--- config.mk ---
export PLATFORM = sky130hd
export DESIGN_NAME = bottleneck_target_flat
export DESIGN_NICKNAME = d
export VERILOG_FILES = /design/src/rtl/bottleneck_pkg.sv /design/src/rtl/bottleneck_target_if.sv /design/src/rtl/bottleneck_lane_mux.sv /design/src/rtl/bottleneck_target.sv /design/src/flat_wrapper.sv
export SDC_FILE = /design/constraint.sdc
export NUM_CORES = 1
export LEC_CHECK = 0
export CAP_MARGIN = 20
export CORE_AREA = 2 2 86 88
export DETAILED_ROUTE_END_ITERATION = 7
export DIE_AREA = 0 0 88 90
export PLACE_DENSITY = 0.9
export SETUP_SLACK_MARGIN = 0.02
export SYNTH_ARGS = -nofsm -noshare
export SYNTH_HDL_FRONTEND = slang
export SYNTH_SLANG_ARGS = --single-unit
--- constraint.sdc ---
create_clock -name clk_i -period 3.2 [get_ports clk_i]
set_input_delay 0.64 -clock clk_i [delete_from_list [all_inputs] [get_ports clk_i]]
set_output_delay 0.64 -clock clk_i [all_outputs]
set_load 0.1 [all_outputs]
--- src/rtl/bottleneck_pkg.sv ---
// Shared definitions for the Bottleneck target: FSM states, beat sizes and lane helpers.
package bottleneck_pkg;

    typedef enum logic [1:0] {
        IDLE  = 2'd0,
        RDATA = 2'd1,
        ACK   = 2'd2
    } stateT;

    localparam logic [1:0] SIZ_BYTE = 2'b00;
    localparam logic [1:0] SIZ_HALF = 2'b01;

    // Any size other than SIZ_BYTE is serviced as a halfword; adrLow[0] is ignored then.
    function automatic logic [7:0] laneSel(input logic [1:0] siz, input logic [2:0] adrLow);
        if (siz == SIZ_BYTE) return 8'b0000_0001 << adrLow;
        return 8'b0000_0011 << {adrLow[2:1], 1'b0};
    endfunction

    function automatic logic [63:0] replicate(input logic [1:0] siz, input logic [15:0] dat);
        if (siz == SIZ_BYTE) return {8{dat[7:0]}};
        return {4{dat}};
    endfunction

endpackage

--- src/rtl/bottleneck_target_if.sv ---
// Narrow 8/16-bit beat bus between the Bottleneck bridge (master) and its target (slave).
interface bottleneck_target_if #(
    parameter int ADDR_WIDTH = 24
);
    logic                  cyc;
    logic                  stb;
    logic                  we;
    logic [1:0]            siz;
    logic                  sgn;
    logic [ADDR_WIDTH-1:0] adr;
    logic [15:0]           wrDat;
    logic [15:0]           rdDat;
    logic                  ack;

    modport master (
        output cyc, stb, we, siz, sgn, adr, wrDat,
        input  rdDat, ack
    );

    modport slave (
        input  cyc, stb, we, siz, sgn, adr, wrDat,
        output rdDat, ack
    );
endinterface

--- src/rtl/bottleneck_lane_mux.sv ---
// Steers one 16-bit lane out of a 64-bit doubleword and applies byte zero/sign extension.
module bottleneck_lane_mux
    import bottleneck_pkg::*;
(
    input  logic [63:0] line,
    input  logic [2:0]  adrLow,
    input  logic [1:0]  siz,
    input  logic        sgn,
    output logic [15:0] dat
);
    logic [15:0] half;
    logic [7:0]  byteVal;

    always_comb begin
        // NOTE: every output of a combinational block gets a default first so no path leaves it unassigned (no latch).
        half    = line[15:0];
        byteVal = 8'h00;
        dat     = 16'h0000;
        case (adrLow[2:1])
            2'd0: half = line[15:0];
            2'd1: half = line[31:16];
            2'd2: half = line[47:32];
            2'd3: half = line[63:48];
            default: half = line[15:0];
        endcase
        byteVal = adrLow[0] ? half[15:8] : half[7:0];
        if (siz == SIZ_BYTE) dat = {{8{sgn & byteVal[7]}}, byteVal};
        else                 dat = half;
    end
endmodule

--- src/rtl/bottleneck_target.sv ---
// 16-bit responder serving 8/16-bit beats from a 64-bit byte-enabled RAM.
// Optional write-through line buffer enabled by defining BOTTLENECK_TARGET_LINEBUF_EN.
module bottleneck_target
    import bottleneck_pkg::*;
#(
    parameter int ADDR_WIDTH = 24
) (
    input  logic                  clk_i,
    input  logic                  reset_i,
    bottleneck_target_if.slave    bus,
    output logic                  mem_en_o,
    output logic                  mem_we_o,
    output logic [7:0]            mem_sel_o,
    output logic [ADDR_WIDTH-4:0] mem_adr_o,
    output logic [63:0]           mem_dat_o,
    input  logic [63:0]           mem_dat_i
);
    stateT       state, nextState;
    logic        req, capture, hit, ack;
    logic [7:0]  sel;
    logic [2:0]  adrLowQ;
    logic [1:0]  sizQ;
    logic        sgnQ;
    logic [15:0] datQ, laneDat;
    logic [63:0] muxLine;
    logic [2:0]  muxAdr;
    logic [1:0]  muxSiz;
    logic        muxSgn;

    assign req       = bus.cyc & bus.stb;
    assign sel       = laneSel(bus.siz, bus.adr[2:0]);
    assign mem_adr_o = bus.adr[ADDR_WIDTH-1:3];
    assign mem_dat_o = replicate(bus.siz, bus.wrDat);
    assign mem_sel_o = mem_en_o ? sel : 8'h00;
    assign bus.rdDat = datQ;
    assign bus.ack   = ack;

`ifdef BOTTLENECK_TARGET_LINEBUF_EN
    logic [63:0]           lineBuf;
    logic [ADDR_WIDTH-4:0] lineTag, tagQ;
    logic                  lineValid;

    assign hit = lineValid && (lineTag == mem_adr_o);

    // Hits are steered straight out of the buffer using the live request fields.
    always_comb begin
        muxLine = lineBuf;
        muxAdr  = bus.adr[2:0];
        muxSiz  = bus.siz;
        muxSgn  = bus.sgn;
        if (state == RDATA) begin
            muxLine = mem_dat_i;
            muxAdr  = adrLowQ;
            muxSiz  = sizQ;
            muxSgn  = sgnQ;
        end
    end

    always_ff @(posedge clk_i) begin
        if (reset_i) lineValid <= 1'b0;
        else if (state == RDATA) lineValid <= 1'b1;
    end

    // NOTE: buffer data and tag carry no reset; lineValid alone decides whether they mean anything.
    always_ff @(posedge clk_i) begin
        if (state == IDLE && req) tagQ <= mem_adr_o;
        if (!reset_i && state == RDATA) begin
            lineBuf <= mem_dat_i;
            lineTag <= tagQ;
        end else if (mem_we_o && hit) begin
            for (int i = 0; i < 8; i++)
                if (sel[i]) lineBuf[8*i +: 8] <= mem_dat_o[8*i +: 8];
        end
    end
`else
    assign hit     = 1'b0;
    assign muxLine = mem_dat_i;
    assign muxAdr  = adrLowQ;
    assign muxSiz  = sizQ;
    assign muxSgn  = sgnQ;
`endif

    bottleneck_lane_mux u_laneMux (
        .line   (muxLine),
        .adrLow (muxAdr),
        .siz    (muxSiz),
        .sgn    (muxSgn),
        .dat    (laneDat)
    );

    always_comb begin
        nextState = state;
        mem_en_o  = 1'b0;
        mem_we_o  = 1'b0;
        ack       = 1'b0;
        capture   = 1'b0;
        case (state)
            IDLE: if (req) begin
                if (bus.we) begin
                    mem_en_o  = 1'b1;
                    mem_we_o  = 1'b1;
                    nextState = ACK;
                end else if (hit) begin
                    capture   = 1'b1;
                    nextState = ACK;
                end else begin
                    mem_en_o  = 1'b1;
                    nextState = RDATA;
                end
            end
            RDATA: begin
                capture   = req;
                nextState = req ? ACK : IDLE;
            end
            ACK: begin
                ack       = req;
                nextState = IDLE;
            end
            default: nextState = IDLE;
        endcase
        // Reset overrides any request seen in the same cycle.
        if (reset_i) begin
            mem_en_o = 1'b0;
            mem_we_o = 1'b0;
            ack      = 1'b0;
            capture  = 1'b0;
        end
    end

    // NOTE: clocked state uses non-blocking assignments so every register samples pre-edge values.
    always_ff @(posedge clk_i) begin
        if (reset_i) begin
            state <= IDLE;
            datQ  <= 16'h0000;
        end else begin
            state <= nextState;
            if (capture) datQ <= laneDat;
        end
    end

    always_ff @(posedge clk_i) begin
        if (state == IDLE && req) begin
            adrLowQ <= bus.adr[2:0];
            sizQ    <= bus.siz;
            sgnQ    <= bus.sgn;
        end
    end
endmodule

--- src/flat_wrapper.sv ---
// flat-port wrapper written by rule: the top's interface ports become plain ports
module bottleneck_target_flat import bottleneck_pkg::*;
#(
    parameter int ADDR_WIDTH = 24
)
  (clk_i, reset_i, mem_en_o, mem_we_o, mem_sel_o, mem_adr_o, mem_dat_o, mem_dat_i, bus_cyc, bus_stb, bus_we, bus_siz, bus_sgn, bus_adr, bus_wrDat, bus_rdDat, bus_ack);
  bottleneck_target_if #(.ADDR_WIDTH(ADDR_WIDTH)) bus_i ();
  input  logic clk_i;
  input  logic reset_i;
  output logic mem_en_o;
  output logic mem_we_o;
  output logic [7:0] mem_sel_o;
  output logic [ADDR_WIDTH-4:0] mem_adr_o;
  output logic [63:0] mem_dat_o;
  input  logic [63:0] mem_dat_i;
  input wire logic [$bits(bus_i.cyc)-1:0] bus_cyc;
  input wire logic [$bits(bus_i.stb)-1:0] bus_stb;
  input wire logic [$bits(bus_i.we)-1:0] bus_we;
  input wire logic [$bits(bus_i.siz)-1:0] bus_siz;
  input wire logic [$bits(bus_i.sgn)-1:0] bus_sgn;
  input wire logic [$bits(bus_i.adr)-1:0] bus_adr;
  input wire logic [$bits(bus_i.wrDat)-1:0] bus_wrDat;
  output wire logic [$bits(bus_i.rdDat)-1:0] bus_rdDat;
  output wire logic [$bits(bus_i.ack)-1:0] bus_ack;
  assign bus_i.cyc = bus_cyc;
  assign bus_i.stb = bus_stb;
  assign bus_i.we = bus_we;
  assign bus_i.siz = bus_siz;
  assign bus_i.sgn = bus_sgn;
  assign bus_i.adr = bus_adr;
  assign bus_i.wrDat = bus_wrDat;
  assign bus_rdDat = bus_i.rdDat;
  assign bus_ack = bus_i.ack;
  bottleneck_target #(.ADDR_WIDTH(ADDR_WIDTH)) u_core (.clk_i(clk_i), .reset_i(reset_i), .bus(bus_i), .mem_en_o(mem_en_o), .mem_we_o(mem_we_o), .mem_sel_o(mem_sel_o), .mem_adr_o(mem_adr_o), .mem_dat_o(mem_dat_o), .mem_dat_i(mem_dat_i));
endmodule
After elaboration in Yosys (flattened, before gate mapping)
Cells that the tools add are included.
{ "word_totals": {"wordCells": 44, "register_bits": 24} }
{ "op_classes": {"reduce_logical": 5, "eq_ne": 6, "shifts": 2, "mux": 24, "n_bitwise": 2} }
{ "ops": {"columns": ["cell", "n"], "rows": [
  ["$mux 64", 2],
  ["$pmux 16 s4", 1],
  ["$mux 8", 4],
  ["$mux 16", 1],
  ["$mux 1", 12],
  ["$logic_not 2->1", 4],
  ["$shl 1x3->8 const A", 1],
  ["$shl 2x3->8 const A", 1],
  ["$eq 2x2->1 const B", 3],
  ["$mux 2", 3],
  ["$eq 2x1->1 const B", 2],
  ["$pmux 2 s2", 1],
  ["$and 1x1->1", 2],
  ["$ne 2x1->1 const B", 1],
  ["$logic_and 1x1->1", 1]
]} }

Logic depth before layout (Yosys ltp)
{ "logic_depth": {"depth_word": 5, "depth_mapped": 6} }

By module
From an unflattened synthesis, not the netlist that was laid out.
{ "hier_totals": {"cells_unflattened": 249, "hier_area_um2": 2498.6} }
{ "modules_own_cells": {"columns": ["module", "cells_per_inst", "area_per_inst_um2", "seq_area_each_um2", "n_inst"], "rows": [
  ["bottleneck_target", 190, 1776.7, 540.5, 1],
  ["bottleneck_lane_mux", 59, 721.9, 0.0, 1]
]} }

Least setup slack after synthesis
OpenSTA, ideal clock, no wires.
{ "synth_path": {"path_kind": "input to output", "start": "input reset_i", "end": "output mem_sel_o[1]", "arrival_ns": 5.653, "n_path_buf": 0, "slack_ns": -3.093, "t_required_ns": 2.560, "cell_stages": 4, "path_cell_list": "nand3b_1 nor3_1 o31ai_1 nor3_1"} }
{ "synth_via": {"elab_chain_len": 2} }
{ "synth_rtl": {"columns": ["item", "line_no", "rtl"], "rows": [
  ["start, declared", "flat_wrapper.sv:9", "input logic reset_i;"],
  ["$mux 1", "bottleneck_target.sv:122", "if (reset_i) begin"],
  ["via mem_en_o", "flat_wrapper.sv:10", "output logic mem_en_o;"],
  ["$mux 8", "bottleneck_target.sv:34", "assign mem_sel_o = mem_en_o ? sel : 8'h00;"],
  ["end, declared", "flat_wrapper.sv:12", "output logic [7:0] mem_sel_o;"]
]} }
The timed path passes the listed nets, and every way through them passes these cells.

Worst setup path in the final report
{ "layout_path": {"start": "input reset_i", "end": "output mem_sel_o[1]"} }
{ "layout_via": {"elab_chain_len": 2} }
{ "layout_rtl": {"columns": ["item", "line_no"], "rows": [
  ["$mux 1", "bottleneck_target.sv:122"],
  ["$mux 8", "bottleneck_target.sv:34"]
]} }
Every way passes these cells.

==> results by stage <==
Synth:
- Summed over all instances, the cell type with the most area after synthesis is sky130_fd_sc_hd__buf_4.
- The adder and majority cell fraction of the synthesized area is 0%.
- Averaged over all synthesized cells, the footprint is 9.67 µm².
- The portion of synthesized area spent on multiplexers is 21.7%.
- Synthesis produced 227 cells.
- The post-synthesis cell area is 2190 µm².
- After Yosys synthesis, and, or, nand and nor cells account for 12.9% of the synthesized area.
- In the post-synthesis netlist, the biggest area contributors are sky130_fd_sc_hd__buf_4, sky130_fd_sc_hd__dfxtp_1, sky130_fd_sc_hd__edfxtp_1.
- In this run, distinct cell masters in the synthesized netlist total 34.
- The post-synthesis sequential area ratio is 24.6%.
- The top flip-flop cell by instance count after synthesis is sky130_fd_sc_hd__dfxtp_1.
- The synthesized design contains 6 enable-type register cells.
- The area share of xor/xnor cells in the synthesized design is 0%.
- The area fraction in compound gates after synthesis is 12.0%.
- The combinational family with the most area after synthesis is buffers and inverters.
- The post-synth net total is 339.
- The total of flip-flops plus latches after synthesis is 24.
- Yosys printed 0 warnings.
- In the synthesized netlist the async set-or-reset flop fraction comes to 0%.
- The synthesized design devotes to its leading area cell type 26.3% of total area.

Critical path:
- The critical-path cell with the highest stage delay is sky130_fd_sc_hd__clkdlybuf4s50_1.
- The type of origin of the critical path is a primary input.
- The worst setup path is captured at an output port.
- By startpoint and endpoint, the worst setup path is classified as primary input to output port.
- Among the stages of the critical path, the cell type that occurs most often is sky130_fd_sc_hd__nor3_4.
- At the worst endpoint, the required time is 2.56 ns.
- In this run the register-to-register setup slack is 1.30 ns.
- The arrival time at the worst endpoint is 2.26 ns.
- The family with the most delay on the worst path is simple AND/OR/NAND/NOR gates.
- In this run the critical register-to-register path is launched from u_core.adrLowQ[2].
- The number of buffers and inverters on the critical path is 2.
- The capturing point of the worst reg2reg path is u_core.bus.rdDat[11].
- Walking the worst path, the cells encountered are clkdlybuf4s50_1 > nand3b_1 > nor3_4 > o31ai_2 > nor3_4 > buf_12.
- The worst register-to-register path has a depth of 5.
- Of all nets on the critical path, the largest fanout is 4.
- The biggest cell delay along the critical path is 0.43 ns.

Floorplan:
- The area enclosed by the die boundary is 7920 µm².
- The die width is 88 µm.
- From bottom edge to top edge, the die measures 90 µm.
- The floorplan has 31 rows.
- During I/O placement, the number of pins put on the boundary was 224.
- Once the floorplan was initialized, standard cells occupied 31.3% of the core.
- The placeable core region is 7020 µm².

Min path:
- The worst min-delay path class is flop to flop.
- The end of the worst hold path is u_core.bus.rdDat[6].
- The worst hold path passes through 2 cells.
- The hold path startpoint is u_core.bus.rdDat[6].

CTS:
- The CTS tree is yes.
- For the worst-skew pair, the clock arrives at the later sink with an insertion delay of 0.27 ns.
- The clock edge transition at the registers on the reported setup and hold paths is 0.09 ns.
- The buffer cell driving the clock tree root is sky130_fd_sc_hd__clkbuf_8.
- Buffers inserted to repair hold after CTS numbered 0.
- The number of clock sinks is 24.
- The total CTS buffers is 3.
- In this run the number of H-tree levels came out at 1.
- The clock passes through at most 2 buffers.
- After clock tree synthesis, the repair step resized 0 gates.
- After clock tree synthesis, the setup repair step added 0 buffers.

Global route:
- The initial antenna violation count is 0.
- The via count of the first global-routing pass came to 2308.
- The largest net degree at the start of global routing is 24.
- The leftover overflow at the end of global routing is 0.
- The first global-routing pass estimated 11.5 mm of wire.
- Global routing used 18.6% of the available tracks across all layers.

Finish:
- The summed area of non-filler cells in the final layout is 4040 µm².
- The number of inserted filler cells in the final layout is 596.
- The share of layout cells above drive strength 1 is 41.5%.
- From synthesis to final layout, the design area changed by 83.9%.
- The final cell count without fillers is 436.
- In the final design database the tool counted 450 nets.
- The number of antenna repair diodes is 0.

Power and ir drop:
- In this run, the clock network consumes 16.6% of the power.
- The internal power summed over all cells is 0.755 mW.
- The combinational share of power is 60.6%.
- The leakage dissipation is 1.63 nW.
- The total power per unit cell area is 351 nW/µm².
- The reported net switching power is 0.661 mW.
- The highest ir drop seen on vdd is 0.000192 V.
- The share of power burned in registers is 22.8%.
- Of the total power, the share spent switching nets is 46.6%.

Detailed routing:
- The pre-antenna-repair detailed-routing pass consisted of 4 iterations.
- In this run, the number of DRC markers left after iteration 0 of detailed routing was 42.
- Once detail routing completed, the nets flagged for antenna violations numbered 0.
- The detailed-route wire length is 7.65 mm.
- After detailed routing, the number of vias per cell comes to 4.71.
- The routed layout has 2052 vias.
- The routed wire length per instance is 17.5 µm.
- After detailed routing, the number of remaining DRC violations is 0.

STA:
- Setup violations remaining at the end of the flow were counted as 0.
- Setup repair after global routing left no endpoint under its margin.
- Headroom to the max-slew limit came out at 48.7%.
- The count of final max-slew check failures came to 0.
- The setup skew after layout is 0.00372 ns.
- Static timing analysis puts the maximum clock frequency at 345 MHz.
- The post-route fraction of the period consumed by the critical path is 90.7%.
- The final hold violation count came to 0.
- Subtracting the final worst setup slack from the clock period gives 2.90 ns.
- The actual slew at the worst max-slew pin is 0.766 ns.

Place:
- The weighted congestion reported at the end of routability-driven placement is 0.797.
- The count of input and output buffers is 181.
- The number of cells after detailed placement is 432.
- The wire-length estimate of the detail-placed layout is 6.67 mm.
- The post-detailed-placement cell area is 3970 µm².

Status:
- The run finished with clean final reports.

Job:
- The number of max-cap violations is 0.
[how the worst max path moves through the flow]
| stage | from | to | slack [ns] | depth (start not counted) |
|---|---|---|---|---|
| 6_report | reset_i | mem_sel_o[1] | 0.30 | 6 |
| 5_1_grt | bus_stb | mem_sel_o[1] | 0.21 | 6 |
| 4_1_cts | reset_i | mem_sel_o[1] | 0.26 | 6 |
| 3_5_place_dp | reset_i | mem_sel_o[1] | 0.26 | 6 |
| 3_3_place_gp | reset_i | mem_sel_o[1] | 0.31 | 6 |
| 2_1_floorplan | reset_i | mem_sel_o[1] | -0.44 | 4 |
[cell usage after synthesis (2+ instances only)]
library cell,n
sky130_fd_sc_hd__nand2_1,14
sky130_fd_sc_hd__a22o_1,4
sky130_fd_sc_hd__nor3_1,5
sky130_fd_sc_hd__buf_4,77
sky130_fd_sc_hd__clkbuf_1,2
sky130_fd_sc_hd__edfxtp_1,6
sky130_fd_sc_hd__nor2_1,17
sky130_fd_sc_hd__nand3b_1,2
sky130_fd_sc_hd__mux4_2,6
sky130_fd_sc_hd__o22a_1,4
sky130_fd_sc_hd__nand2b_1,7
sky130_fd_sc_hd__a22oi_1,3
sky130_fd_sc_hd__dfxtp_1,18
sky130_fd_sc_hd__mux4_1,5
sky130_fd_sc_hd__buf_6,2
sky130_fd_sc_hd__mux2_2,8
sky130_fd_sc_hd__mux2i_1,12
sky130_fd_sc_hd__a31o_2,4
sky130_fd_sc_hd__a211oi_1,9
sky130_fd_sc_hd__o21ai_0,5
sky130_fd_sc_hd__buf_2,2
sky130_fd_sc_hd__nor3b_1,3
[kinds of logic after synthesis]
| kind of cell | count (synthesis) |
|---|---|
| simple gates | 56 |
| flops | 24 |
| compound gates | 32 |
| mux | 31 |
| buf+inv | 84 |
[stage by stage]
stage / setup slack (ns) / power [mW] / TNS [ns] / hold WS [ns] / utilization [%]
final: 0.299 / 1.42 / 0 / 0.453 / 57.5
after global routing: 0.207 / 1.46 / 0 / 0.468 / 57.5
after CTS: 0.262 / 1.43 / 0 / 0.456 / 57.5
after detailed placement: 0.263 / 1.19 / 0 / 0.443 / 56.5
after global placement: 0.306 / 1.19 / 0 / 0.427 / 56.5
after floorplan: -0.436 / 1.04 / -1.60 / 0.519 / -
[cells in the final DEF, fill, tap and decap left out, drive strengths merged, types with 4 or more instances in the layout]
cell / count
buf: 100
clkdlybuf4s50: 90
dfxtp: 18
nor2: 17
nand2: 14
mux2i: 12
mux4: 11
a211oi: 9
mux2: 8
nand2b: 7
edfxtp: 6
o21ai: 5
nor3: 5
a22o: 4
a31o: 4
o22a: 4
clkbuf: 4
[tightest hold or removal path, delay by kind of cell (launching register included)]
family / cells / cell delay [ns]
flops: 1 / 0.32
simple gates: 2 / 0.10
[state kept, by name (all words and copies together), names as in the netlist]
name,count
u_core.adrLowQ,3
u_core.bus.rdDat,16
u_core.muxSiz,2
u_core.muxSgn,1
u_core.state,2
[layer usage]
metal / part of all wire [%] / track usage, % / up-vias
met5: 0 / 0 / -
met4: 1.1 / 5.00 / 0
met3: 10 / 5.33 / 8
met2: 56 / 37.9 / 109
met1: 32 / 17.1 / 972
li1: - / - / 963
[power by group through the flow]
stage | sequential [mW] | clock [mW] | combinational (mW)
2_1_floorplan | 0.344 | 0 | 0.694
3_3_place_gp | 0.330 | 0 | 0.856
3_5_place_dp | 0.330 | 0 | 0.862
4_1_cts | 0.323 | 0.242 | 0.863
5_1_grt | 0.324 | 0.254 | 0.881
6_report | 0.323 | 0.235 | 0.858
[layout make-up]
cell class,instances,area [µm²],share of cell area (%)
timing repair buffer,190,2190,54.3
multi-input combinational,119,1110,27.6
sequential,24,541,13.4
tap,99,124,3.07
clock buffer,4,66.3,1.64
No activity file was read; power rests on OpenSTA's default activity.
